`src/rtl/uart_rx.sv`:
```
// uart_rx: 16x-oversampled asynchronous serial receiver.
// The line is synchronized, a falling edge starts a frame, the start bit is
// re-checked at its centre, data bits are sampled at the last tick of each bit
// period, and the stop-bit sample publishes the byte and its status flags.
module uart_rx #(
   parameter int unsigned DATA_BITS = 8,
   parameter int unsigned OVS       = 16
) (
   input  logic       bclk,
   input  logic       rst_n,
   input  logic       rxd,
   input  logic       rxd_ack,
   output logic [7:0] rx_data,
   output logic       rxd_readyH,
   output logic       frame_err,
   output logic       overrun,
   output logic       busy
);

   localparam int unsigned CW = 4;
   localparam logic [CW-1:0] TCT_MID  = CW'(OVS / 2 - 1);
   localparam logic [CW-1:0] TCT_END  = CW'(OVS - 1);
   localparam logic [CW-1:0] BCT_LAST = CW'(DATA_BITS - 1);

   typedef enum logic [1:0] {
      IDLE  = 2'd0,
      START = 2'd1,
      DATA  = 2'd2,
      STOP  = 2'd3
   } state_t;

   state_t                 state;
   logic [CW-1:0]          tct;
   logic [CW-1:0]          bct;
   logic [DATA_BITS-1:0]   shreg;
   logic                   sync1;
   logic                   rxs;
   logic                   rxs_d;
   logic                   start_edge_c;
   logic                   stop_sample_c;

   // Two-flop synchronizer plus previous-value flop; idle level is high.
   always_ff @(posedge bclk or negedge rst_n) begin
      if (!rst_n) begin
         sync1 <= 1'b1;
         rxs   <= 1'b1;
         rxs_d <= 1'b1;
      end else begin
         sync1 <= rxd;
         rxs   <= sync1;
         rxs_d <= rxs;
      end
   end

   // Only a fresh high-to-low transition may start a frame.
   assign start_edge_c  = rxs_d & ~rxs;
   assign stop_sample_c = (state == STOP) && (tct == TCT_END);

   // Frame sequencer: tick/bit counters, shift register and registered busy.
   always_ff @(posedge bclk or negedge rst_n) begin
      if (!rst_n) begin
         state <= IDLE;
         tct   <= '0;
         bct   <= '0;
         shreg <= '0;
         busy  <= 1'b0;
      end else begin
         case (state)
            IDLE: begin
               if (start_edge_c) begin
                  state <= START;
                  tct   <= '0;
                  busy  <= 1'b1;
               end
            end
            START: begin
               if (tct == TCT_MID) begin
                  tct <= '0;
                  if (!rxs) begin
                     state <= DATA;
                     bct   <= '0;
                  end else begin
                     // Start bit gone by mid-bit: treat as a glitch.
                     state <= IDLE;
                     busy  <= 1'b0;
                  end
               end else begin
                  tct <= tct + CW'(1);
               end
            end
            DATA: begin
               if (tct == TCT_END) begin
                  tct   <= '0;
                  shreg <= {rxs, shreg[DATA_BITS-1:1]};
                  bct   <= bct + CW'(1);
                  if (bct == BCT_LAST) begin
                     state <= STOP;
                  end
               end else begin
                  tct <= tct + CW'(1);
               end
            end
            STOP: begin
               if (tct == TCT_END) begin
                  tct   <= '0;
                  state <= IDLE;
                  busy  <= 1'b0;
               end else begin
                  tct <= tct + CW'(1);
               end
            end
            default: begin
               state <= IDLE;
               tct   <= '0;
               busy  <= 1'b0;
            end
         endcase
      end
   end

   // Output byte and status flags; a stop sample outranks a same-cycle ack.
   always_ff @(posedge bclk or negedge rst_n) begin
      if (!rst_n) begin
         rx_data    <= '0;
         rxd_readyH <= 1'b0;
         frame_err  <= 1'b0;
         overrun    <= 1'b0;
      end else if (stop_sample_c) begin
         rx_data    <= 8'(shreg);
         rxd_readyH <= 1'b1;
         frame_err  <= ~rxs;
         if (rxd_readyH && !rxd_ack) begin
            overrun <= 1'b1;
         end
      end else if (rxd_ack) begin
         rxd_readyH <= 1'b0;
         frame_err  <= 1'b0;
         overrun    <= 1'b0;
      end
   end

endmodule

```
`config.mk`:
```
export PLATFORM = sky130hd
export DESIGN_NAME = uart_rx
export DESIGN_NICKNAME = d
export VERILOG_FILES = /design/src/rtl/uart_rx.sv
export SDC_FILE = /design/constraint.sdc
export NUM_CORES = 1
export LEC_CHECK = 0
export BUFFER_PORTS_ARGS = -buffer_cell sky130_fd_sc_hd__clkbuf_2
export CAP_MARGIN = 20
export CORE_MARGIN = 8
export CORE_UTILIZATION = 55
export CTS_BUF_LIST = sky130_fd_sc_hd__clkbuf_4
export DETAILED_ROUTE_END_ITERATION = 8
export PLACE_DENSITY = 0.76
export SYNTH_ARGS = -nofsm -noshare
export SYNTH_HDL_FRONTEND = slang
export SYNTH_SLANG_ARGS = --single-unit
```
`constraint.sdc`:
```
create_clock -name bclk -period 4.6 [get_ports bclk]
set_input_delay 0.46 -clock bclk [delete_from_list [all_inputs] [get_ports bclk]]
set_output_delay 0.46 -clock bclk [all_outputs]
set_load 0.005 [all_outputs]
```
# [After elaboration in Yosys (flattened, before gate mapping)]
# Index checks and enable logic that the tools add are counted.
[totals] output_inout_bits=12 reg_bits=33 elab_cells=68
[op_classes] reduce_logical=13 bitwise=2 n_mux=25 addsub=2 n_eq_ne=14
[ops] cell="2-to-1 mux 4 bit" n=6
[ops] cell="2-to-1 mux 2 bit" n=6
[ops] cell="inequality test 2 bit (second input constant)" n=6
[ops] cell="case mux 4 bit (3 select lines)" n=1
[ops] cell="AND reduction 5 bit" n=2
[ops] cell="2-to-1 mux 1 bit" n=9
[ops] cell="adder 4 x 1 -> 4 bit (second input constant)" n=2
[ops] cell="== test 4 x 3 -> 1 bit (second input constant)" n=2
[ops] cell="case mux 2 bit (4 select lines)" n=1
[ops] cell="case mux 4 bit (2 select lines)" n=1
[ops] cell="== test 2 bit (second input constant)" n=2
[ops] cell="== test 4 bit (second input constant)" n=1
[ops] cell="inequality test 2 x 1 -> 1 bit (second input constant)" n=2
[ops] cell="AND reduction 2 bit" n=2
[ops] cell="AND reduction 4 bit" n=1
[ops] cell="nonzero test 2 bit" n=2
[ops] cell="case mux 1 bit (3 select lines)" n=1
[ops] cell="nonzero test 3 bit" n=1
[ops] cell="== test 2 x 1 -> 1 bit (second input constant)" n=1
[ops] cell="logical AND 1 bit" n=2
[ops] cell="logical NOT 2 bit" n=1
[ops] cell="OR reduction 2 bit" n=1
[ops] cell="AND 1 bit" n=1
[ops] cell="logical NOT 1 bit" n=1
[ops] cell="NOT 1 bit" n=1

# [Logic depth before layout (Yosys ltp)]
[logic_depth] word_depth=4 ltp_mapped=4 mapped_depth_nobuf=4

# [Worst setup path after synthesis]
# No wires, ideal clock.
[synth_path] path_kind="reg2reg" from="reg tct[0]" to="reg shreg[0]" path_stages_with_launch=5 setup_time_ns=0.125 path_buffers=0 setup_slack_ns=3.066 arrival_ns=1.409 path_cell_list="dfrtp_1 -> ha_1 -> nand2_2 -> nor3_4 -> mux2_2"
[synth_via] elab_chain_len=2
[synth_rtl] item="start, declared" line_no="33" source="logic [CW-1:0] tct;"
[synth_rtl] item="start signal, assigned" line_no="88" source="tct <= tct + CW'(1);"
[synth_rtl] item="start signal, assigned" line_no="100" source="tct <= tct + CW'(1);"
[synth_rtl] item="start signal, assigned" line_no="109" source="tct <= tct + CW'(1);"
[synth_rtl] item="== test 4 bit" line_no="92" source="if (tct == TCT_END) begin"
[synth_rtl] item="AND reduction 2 bit (no line)"
[synth_rtl] item="end signal, assigned" line_no="94" source="shreg <= {rxs, shreg[DATA_BITS-1:1]};"
[synth_rtl] item="end, declared" line_no="35" source="logic [DATA_BITS-1:0] shreg;"
# Every way passes these cells.
# A chain may end at the register's enable or synchronous reset.

# [Final worst setup path]
[layout_path] from="reg tct[0]" to="reg shreg[7]"
# The elaborated chain is that of the path after synthesis.

==> impl_metrics.py <==
metrics = {
    "yosys": {
        "yosysTopAreaCell": "dfrtp_1",
        "ys_top_cells_by_area": "dfrtp_1 52%, mux2_2 13%, dfstp_2 5.5%",
        "syn_inst": 113,
        "syn_area_per_cell_um2": 12.7,
        "syn_area_mm2": 0.00143,
        "synthTopCellsByCount": "30 x dfrtp_1, 16 x mux2_2, 8 x inv_1",
        "yosysSeqAreaShare": 0.580,
        "synth_seq_cells": 33,
        "synth_top_flop_cell": "dfrtp_1",
        "yosysMostFrequentCell": "dfrtp_1",
        "synthArstFlopShare": 1.00,
        "ys_warn_count": 0,
        "ys_types": 34,
        "synth-edff-count": 0,
        "synth_top_area_share": 0.524,
        "synth_fp_nets": 119,
    },
    "pwr": {
        "powerDensity_mw_per_mm2": 439,
        "ir_drop_mv": 0.293,
        "p_leak_uw": 0.000781,
    },
    "setup_path": {
        "critPathMaxStageDelay_ns": 0.44,
        "cp_slowest_cell": "nor3_4",
        "start_kind": "flop",
        "r2r_slack_ns": 2.86,
        "worstSetupPathType": "reg2reg",
        "path_cells": "ha_1 > nand2_2 > nor3_4 > mux2_2",
        "arrival_ns": 1.95,
        "worstPathMaxFanout": 9,
        "cp.required_ns": 4.81,
        "endpoint_kind": "flop",
    },
    "hold_path": {
        "hold_path.class": "in2async",
    },
    "cts": {
        "cts_max_path_buffers": 2,
        "clk_pin_slew_ns": 0.09,
        "clkSinkCount": 33,
        "clkLatencyLatePin_ns": 0.32,
        "htree_levels": 2,
        "cts_setup_buffers": 0,
        "postCtsHoldBufs": 0,
        "cts_root_buf": "clkbuf_4",
        "cts_resized": 0,
        "cts_tree": "done",
        "numCtsBuffers": 5,
    },
    "detailed_routing": {
        "wl_per_cell_um": 14.8,
        "ant_nets": 0,
        "vias": 940,
        "first_iter_violations": 49,
        "drt-vias-per-instance": 5.73,
        "drc": 0,
        "drt_wl_total_um": 2430,
        "drtPass1Iterations": 4,
    },
    "finish": {
        "fin_util": 0.651,
        "drive_gt1_frac": 0.351,
        "fin_area_mm2": 0.00161,
        "multi_input_area_um2": 562,
        "insertedDiodeCount": 0,
        "finish.net_count": 139,
        "ff_latch_area_um2": 830,
        "fill_cells": 195,
        "area_delta_synth_final_pct": 12.7,
    },
    "floorplanning": {
        "start_util": 0.578,
        "coreArea_mm2": 0.00248,
        "num_rows": 18,
        "fp.dieH_um": 67.0,
        "die_area_mm2": 0.00449,
        "io_pins": 16,
        "fp.dieW_um": 67.0,
    },
    "placement": {
        "portBuffers": 15,
        "post-place-ws_ns": 2.86,
        "gp_congestion": 0.878,
        "place_area_mm2": 0.00153,
        "hpwl_um": 1830,
    },
    "sta": {
        "worstMarginPinSlew_ns": 0.792,
        "tns_ns": 0,
        "hold_viol": 0,
        "setup_viol": 0,
        "maxSlewViolCount": 0,
        "max_slew_margin": 0.472,
        "fin_skew_ns": 0.00569,
        "max_freq_ghz": 0.574,
        "period_share": 0.379,
        "min_period_ns": 1.74,
        "rsz0062_at_grt": "false",
        "finalWorstSetupSlack_ns": 2.86,
    },
    "global_routing": {
        "grt_pass1_wl_um": 4120,
        "grt_max_degree": 34,
        "antenna_found_initial": 0,
        "gr-total-overflow": 0,
        "grt.total_usage": 0.120,
        "grt_pass1_vias": 899,
    },
    "flow_run": {
        "maxCapViolCount": 0,
    },
    "run_status": {
        "status": "finished clean",
    },
}
## critical path, delay by kind of cell, from the launching register on
family | cells | cell delay [ns]
mux | 1 | 0.39
simple gates | 2 | 0.60
flops | 1 | 0.39
fa+ha+maj | 1 | 0.26
## layout by cell type, fill, tap and decap left out, drive strengths merged
cell      n
ha        2
nor2      5
a22o      2
a21o      1
mux2i     3
o22ai     2
o21ai     5
dfstp     3
nand2b    2
a21oi     4
inv       8
clkinv    1
dfrtp    30
o211ai    1
bufinv    1
and4      1
clkbuf   21
or2       1
or4       1
nor3      2
nor2b     1
xor2      1
mux2     16
o2111ai   1
nand2     3
nand3     5
or3       2
nor3b     1
nand4b    2
o31ai     3
o2bb2ai   2
and3      1
## stage by stage
stage	hold WS (ns)	instances	power [µW]
final	0.209	164	708
after global routing	0.185	164	752
after CTS	0.196	164	717
after detailed placement	0.348	156	506
after global placement	0.347	156	499
after floorplan	0.164	113	470
## logic make-up (layout without fill, tap and decap cells)
group / Yosys count / in the layout / share of synthesized area
AOI/OAI and AO/OA: 21 / 21 / 0.0970
xor gates and xnor gates: 1 / 1 / 0.00612
buffers and inverters: 10 / 31 / 0.0280
and+or+nand+nor: 27 / 27 / 0.125
DFF: 33 / 33 / 0.580
adders and majority gates: 2 / 2 / 0.0175
muxes: 19 / 19 / 0.147
## per-layer routing
metal  track usage  vias to the layer above  routed length, µm
li1              -                      450                  -
met1         0.155                      457               1120
met2         0.180                       31               1160
met3        0.0419                        2                137
met4        0.0470                        0                 21
met5             0                        -                  0
## report_power, final
group | switching (µW) | internal (µW)
Clock | 88.7 | 119
Combinational | 77.0 | 55.9
Sequential | 45.4 | 322
Total | 211 | 497
## state kept, by name, indices dropped and copies added, names as in the netlist, named ones only
signal / count
bct: 4
busy: 1
frame_err: 1
overrun: 1
rx_data: 8
rxd_readyH: 1
rxs: 1
rxs_d: 1
shreg: 8
state: 1
sync1: 1
tct: 4
## final timing paths
check,start,end,cells after the start
setup / recovery,tct[0],shreg[7],4
hold / removal,rst_n,overrun,1
setup reg to reg,tct[0],shreg[7],4
hold reg to reg,sync1,rxs,0
max in group asynchronous,rst_n,shreg[7],1
min in group bclk,rxd,sync1,1
## final cells by class
cell class,instances,area share
Tap cell,30,0.0233
Inverter,8,0.0186
Multi-Input combinational cell,70,0.348
Timing Repair Buffer,15,0.0465
Sequential cell,33,0.514
Clock inverter,2,0.0209
Clock buffer,6,0.0279
Power figures use the tool's default switching activity.
